===== config.mk =====
export PLATFORM = sky130hd
export DESIGN_NAME = cache_ctrl
export DESIGN_NICKNAME = d
export VERILOG_FILES = /design/src/rtl/cache_ctrl_pkg.sv /design/src/rtl/cache_ctrl.sv
export SDC_FILE = /design/constraint.sdc
export NUM_CORES = 1
export LEC_CHECK = 0
export CORE_AREA = 2 2 39 41
export CTS_BUF_LIST = sky130_fd_sc_hd__clkbuf_2 sky130_fd_sc_hd__clkbuf_4 sky130_fd_sc_hd__clkbuf_8
export CTS_CLUSTER_SIZE = 40
export DETAILED_ROUTE_END_ITERATION = 12
export DIE_AREA = 0 0 41 43
export PLACE_DENSITY = 0.66
export SLEW_MARGIN = 20
export SYNTH_ARGS = -nofsm -noshare
export SYNTH_HDL_FRONTEND = slang
export SYNTH_SLANG_ARGS = --single-unit

===== constraint.sdc =====
create_clock -name clk -period 3.4 [get_ports clk]
set_input_delay 0.51 -clock clk [delete_from_list [all_inputs] [get_ports clk]]
set_output_delay 0.51 -clock clk [all_outputs]
set_load 0.05 [all_outputs]

===== src/rtl/cache_ctrl_pkg.sv =====
// Shared definitions for the 2-way, 8-set, write-back cache controller and
// its datapath: address field widths, FSM state encoding and mux encodings.
package cache_ctrl_pkg;

    // Address split for a 32-bit byte address with 32-byte lines and 8 sets.
    localparam int ADDR_W   = 32;
    localparam int S_OFFSET = 5;
    localparam int S_INDEX  = 3;
    localparam int S_TAG    = ADDR_W - S_OFFSET - S_INDEX;
    localparam int NUM_WAYS = 2;

    // Controller states.
    typedef enum logic [1:0] {
        ST_IDLE      = 2'd0,
        ST_CHECK     = 2'd1,
        ST_WRITEBACK = 2'd2,
        ST_ALLOCATE  = 2'd3
    } state_t;

    // Data array write-data mux: merge CPU store data, or take a whole line from memory.
    localparam logic DATA_SEL_CPU = 1'b0;
    localparam logic DATA_SEL_MEM = 1'b1;

    // Physical-memory address mux: CPU tag for fills, victim tag for write-backs.
    localparam logic ADDR_SEL_CPU    = 1'b0;
    localparam logic ADDR_SEL_VICTIM = 1'b1;

    // One-hot per-way strobe for way w.
    function automatic logic [NUM_WAYS-1:0] way_onehot(input logic w);
        return w ? 2'b10 : 2'b01;
    endfunction

    // Way that hit; way 0 wins if both comparators ever fire together.
    function automatic logic hit_way(input logic [NUM_WAYS-1:0] hit);
        return hit[0] ? 1'b0 : 1'b1;
    endfunction

endpackage


===== src/rtl/cache_ctrl.sv =====
// Control FSM for the 2-way set-associative write-back cache. Reads per-set
// status from the metadata arrays and drives every array write strobe, the
// data/address muxes, the CPU completion pulse and the line-sized memory
// requests. Victim way is latched on a miss so it stays fixed while the
// write-back and fill complete.
module cache_ctrl
    import cache_ctrl_pkg::*;
(
    input  logic       clk,
    input  logic       rst_n,

    // CPU side
    input  logic       mem_read,
    input  logic       mem_write,
    output logic       mem_resp,

    // Array status for the set selected by the CPU address
    input  logic [1:0] hit,
    input  logic [1:0] valid,
    input  logic [1:0] dirty,
    input  logic       lru,

    // Array write controls
    output logic [1:0] load_data,
    output logic [1:0] load_tag,
    output logic [1:0] load_valid,
    output logic [1:0] load_dirty,
    output logic       dirty_in,
    output logic       load_lru,
    output logic       lru_in,
    output logic       data_sel,
    output logic       addr_sel,

    // Physical memory side
    output logic       pmem_read,
    output logic       pmem_write,
    input  logic       pmem_resp
);

    state_t state;
    state_t state_next;

    logic   victim;
    logic   victim_capture;

    logic   hit_any;
    logic   hit_w;
    logic   victim_dirty;

    assign hit_any      = |hit;
    assign hit_w        = hit_way(hit);
    assign victim_dirty = valid[lru] & dirty[lru];

    // State register; synchronous active-low reset returns to IDLE.
    always_ff @(posedge clk) begin
        if (!rst_n) begin
            state <= ST_IDLE;
        end else begin
            state <= state_next;
        end
    end

    // Victim way latched when CHECK resolves to a miss, held through write-back and fill.
    always_ff @(posedge clk) begin
        if (!rst_n) begin
            victim <= 1'b0;
        end else if (victim_capture) begin
            victim <= lru;
        end
    end

    // Next-state and output decode; event-driven strobes are suppressed while
    // reset is asserted so a late hit or pmem_resp cannot touch the arrays.
    always_comb begin
        state_next     = state;
        victim_capture = 1'b0;

        mem_resp   = 1'b0;
        load_data  = 2'b00;
        load_tag   = 2'b00;
        load_valid = 2'b00;
        load_dirty = 2'b00;
        dirty_in   = 1'b0;
        load_lru   = 1'b0;
        lru_in     = 1'b0;
        data_sel   = DATA_SEL_CPU;
        addr_sel   = ADDR_SEL_CPU;
        pmem_read  = 1'b0;
        pmem_write = 1'b0;

        unique case (state)
            ST_IDLE: begin
                if (mem_read || mem_write) begin
                    state_next = ST_CHECK;
                end
            end

            ST_CHECK: begin
                if (hit_any) begin
                    state_next = ST_IDLE;
                    if (rst_n) begin
                        mem_resp = 1'b1;
                        load_lru = 1'b1;
                        lru_in   = ~hit_w;
                        if (mem_write) begin
                            load_data  = way_onehot(hit_w);
                            load_dirty = way_onehot(hit_w);
                            dirty_in   = 1'b1;
                            data_sel   = DATA_SEL_CPU;
                        end
                    end
                end else begin
                    victim_capture = 1'b1;
                    state_next     = victim_dirty ? ST_WRITEBACK : ST_ALLOCATE;
                end
            end

            ST_WRITEBACK: begin
                pmem_write = 1'b1;
                addr_sel   = ADDR_SEL_VICTIM;
                if (pmem_resp) begin
                    state_next = ST_ALLOCATE;
                end
            end

            ST_ALLOCATE: begin
                pmem_read = 1'b1;
                addr_sel  = ADDR_SEL_CPU;
                if (pmem_resp) begin
                    state_next = ST_CHECK;
                    if (rst_n) begin
                        load_data  = way_onehot(victim);
                        load_tag   = way_onehot(victim);
                        load_valid = way_onehot(victim);
                        load_dirty = way_onehot(victim);
                        dirty_in   = 1'b0;
                        data_sel   = DATA_SEL_MEM;
                    end
                end
            end

            default: begin
                state_next = ST_IDLE;
            end
        endcase
    end

endmodule


# ---- Word-level counts from Yosys, hierarchy flattened
# Cells that the tools add are included.
dict set report op_classes {
  n_div 0
  n_reduce_logical 4
  shifts 0
  n_bitwise 1
  n_lt_le_gt_ge 1
  mux 35
  n_eq_ne 6
  add_sub_neg 0
  n_mul 0
}
# op count
set ops {}
lappend ops {{$mux 2} 12}
lappend ops {{$mux 1} 21}
lappend ops {{$pmux 2 s4} 1}
lappend ops {{$ne 2x2->1 const B} 3}
lappend ops {{$eq 2x2->1 const B} 2}
lappend ops {{$pmux 2 s2} 1}
lappend ops {{$reduce_and 3->1} 1}
lappend ops {{$eq 2x1->1 const B} 1}
lappend ops {{$logic_not 2->1} 1}
lappend ops {{$lt 1x2->1 const B} 1}
lappend ops {{$reduce_or 2->1} 1}
lappend ops {{$and 1x1->1} 1}
lappend ops {{$logic_or 1x1->1} 1}
dict set report totals {
  elab_cells 49
  regBits 3
  mem_bits_ro 0
  memories 0
  latchBits 0
  out_inout_bits 16
  ramBits 0
}

# ---- Depth between registers and ports, before layout
dict set report logic_depth {
  depth_word 6
  depth_mapped 6
  depth_no_buf 5
}

# ---- Least setup slack after synthesis
# OpenSTA, ideal clock, no wires.
dict set report synth_timing {
  kind {reg-to-output}
  start {register state[0]}
  end {output load_dirty[0]}
  path_slack_ps 11
  arrival_ps 2879
  t_required_ps 2890
  stages_incl_launch_ff 6
  path_buffers 1
  path_cell_list {dfxtp_1 > ha_1 > and3_1 > nor2b_1 > a21o_2 > buf_4}
}
dict set report synth_between {
  elab_chain_cells 2
  word_cells_on_any_way 3
  cone_classes {eq/ne (2); mux (1)}
}
# item line_no
set synth_rtl {}
lappend synth_rtl {{start: declaration} cache_ctrl.sv:40} ;# state_t state;
lappend synth_rtl {{start signal: assignment} cache_ctrl.sv:59} ;# state <= state_next;
lappend synth_rtl {{$eq 2x2->1 or $eq 2x1->1 (tied branches)} n/a}
lappend synth_rtl {{$pmux 2 s2 *} n/a}
lappend synth_rtl {{end: declaration} cache_ctrl.sv:27} ;# output logic [1:0] load_dirty,
# Mark *: on every way between the ends. The rest lies on a longest branch, timed or not.

# ---- Final worst setup path
dict set report layout_timing {
  start {input rst_n}
  end {output load_data[0]}
}
dict set report layout_between {
  elab_chain_cells 3
  word_cells_on_any_way 5
  cone_classes {mux (5)}
}
# item line_no
set layout_rtl {}
lappend layout_rtl {{start: declaration} cache_ctrl.sv:10} ;# input logic rst_n,
lappend layout_rtl {{$mux 2 (on tied branches)} {cache_ctrl.sv:131, cache_ctrl.sv:101}}
lappend layout_rtl {{$mux 2 (on tied branches)} {cache_ctrl.sv:129, cache_ctrl.sv:99}}
lappend layout_rtl {{$pmux 2 s2 *} cache_ctrl.sv:91} ;# unique case (state)
lappend layout_rtl {{end: declaration} cache_ctrl.sv:24} ;# output logic [1:0] load_data,
# Marked as above.

==> flow_summary.ini <==
[status]
status = completed

[floorplan]
io_pins = 28
die_area_um2 = 1760
start_util_pct = 24.4
core_area_um2 = 1380
dieHeight_um = 43
dieWidth_um = 41
fp-row-count = 14

[worst_hold_path]
hp-class = register to register

[timing]
finalSetupViolCount = 0
period_minus_slack_ns = 2.86
setup_slack_ns = 0.539
slew_headroom_pct = 66.8
finalHoldViolCount = 0
finalClockSkew_ns = 0.00326
slew_violations = 0
timing.fmax_ghz = 0.350
tightestPinTransition_ns = 0.496
tns_ns = 0
min_period_over_period_pct = 84.1
grt_setup_unrepaired = no

[clock_network]
clock_path_buffers = 2
htreeDepth = 1
cts_resized = 0
cts_tree = built
cts_inserted_buffers = 3
cts_setup_buffers = 0
cts_root_buffer = clkbuf_4
holdBufCountCts = 0
path_clk_slew_ns = 0.04
clk_latency_ns = 0.23
cts_sinks = 3

[drt]
firstDrtPassIters = 4
drtIter0Drc = 3
antenna_left = 0
totalWireLength_um = 886
drc = 0
via_count = 361
viasPerCell = 4.46
avgRoutedWirePerCell_um = 10.9

[critical_path]
slowest_delay_ns = 0.79
critPathArrivalTime_ns = 2.35
worstPathMaxFanout = 5
critPathLaunchType = primary input
cp-end-kind = output port
cp_slowest_cell = clkdlybuf4s50_1
cpMostUsedCell = clkdlybuf4s50_1
criticalPathCategory = primary input to output port
path_cells = clkdlybuf4s50_1, and3_1, nor2b_1, a21o_2, clkdlybuf4s50_1
required_ns = 2.89

[placement]
hpwlAfterDp_um = 785
dp_slack_ns = 0.518
dpl_cell_area_um2 = 583
io_buffers = 27
place_congestion = 0.715
dp.cells = 77

[cells_and_area]
fin_cells = 81
layout_commonest_cell = clkdlybuf4s50_1
diodes = 0
synthToLayoutAreaGrowth_pct = 81.5
final_cell_mix = clkdlybuf4s50_1 (27), inv_1 (4), ha_1 (4), clkbuf_4 (4), dfxtp_1 (3)
fin_area_um2 = 613
nets = 82
drive_above_1_share_pct = 12.3

[global_routing]
antenna_found_initial = 0
grt_pass1_vias = 354
grt_pass1_wl_um = 1350
grt_usage_pct = 11.4
grt.overflow.total = 0
grt_max_degree = 6

[yosys]
synth-seq-cells = 3
seq_area_frac_synth_pct = 17.8
yosysTopAreaCellShare_pct = 17.8
synth_area_um2 = 338
synth_cells = 40
synth_cell_type_count = 24
yosysWarnings = 0
synth_edf_count = 0
ys.flop_type = dfxtp_1
yosysTopAreaCell = dfxtp_1
async_flop_share_pct = 0
synth_area_per_cell_um2 = 8.45
syn_nets = 56
synthTopCellsByArea = dfxtp_1 (18%), ha_1 (15%), buf_4 (13%), inv_1 (4.4%), o21bai_1 (4.4%)

[power_and_ir_drop]
p_leak_nw = 0.272
pwr_density_cell_nw_per_um2 = 278
irDropWorstVdd_uv = 124

[run]
cap_viol_max_count = 0
stage by stage:
step | util (%) | power (mW) | hold slack [ns]
final | 44.3 | 0.170 | 0.513
after floorplan | - | 0.0765 | 0.475
after detailed placement | 42.1 | 0.101 | 0.515
after CTS | 44.3 | 0.176 | 0.525
after global placement | 42.1 | 0.101 | 0.512
after global routing | 44.3 | 0.183 | 0.583
kinds of logic after synthesis:
| kind of cell | count (synthesis) | share of synthesized area (%) |
|---|---|---|
| multiplexers | 1 | 2.96 |
| AO/OA/AOI/OAI | 10 | 23.3 |
| buffers and inverters | 10 | 17.8 |
| AND/OR/NAND/NOR | 12 | 23.3 |
| adder cells (fa/ha/maj) | 4 | 14.8 |
| flip-flops | 3 | 17.8 |
state kept, by name (all words and copies together), names as in the netlist:
register / flops
victim: 1
state: 2
synth_stat cells, types with 2 or more instances:
library cell,n
buf_4,6
ha_1,4
inv_1,4
dfxtp_1,3
and3_1,2
nand3_1,2
o21bai_1,2
final cells by class:
cell class	instances	area, um2
Fill cell	152	771
Timing Repair Buffer	27	270
Multi-Input combinational cell	27	218
Sequential cell	3	60.1
Clock buffer	4	30.0
Tap cell	16	20.0
Inverter	4	15.0
worst paths after layout:
| path | to | slack [ns] | startpoint | cells after the start |
|---|---|---|---|---|
| setup / recovery | load_data[0] | 0.54 | rst_n | 5 |
| hold / removal | victim$_SDFFE_PN0P_ | 0.51 | victim$_SDFFE_PN0P_ | 2 |
| setup reg to reg | state[0]$_SDFFE_PN0P_ | 1.94 | state[1]$_SDFFE_PN0P_ | 5 |
| hold reg to reg | victim$_SDFFE_PN0P_ | 0.51 | victim$_SDFFE_PN0P_ | 2 |
power by group:
group | leakage [nW] | switching (mW) | internal [mW] | total, mW
Clock | 0.0184 | 0.0182 | 0.0519 | 0.0701
Sequential | 0.0246 | 0.00211 | 0.0377 | 0.0398
Combinational | 0.229 | 0.0317 | 0.0288 | 0.0604
Total | 0.272 | 0.0520 | 0.118 | 0.170
metal layers:
metal	up-vias	part of all wire (%)	global-route usage [%]
met3	0	11	2.09
met4	0	0	8.00
met1	156	37	10.9
li1	185	-	-
met5	-	0	0
met2	20	51	20.0
worst max-delay path: cells and delay by family:
kind            cells  cell delay [ns]
simple gates        2             0.39
compound gates      1             0.13
buf+inv             2             1.32
Power figures use the tool's default switching activity.
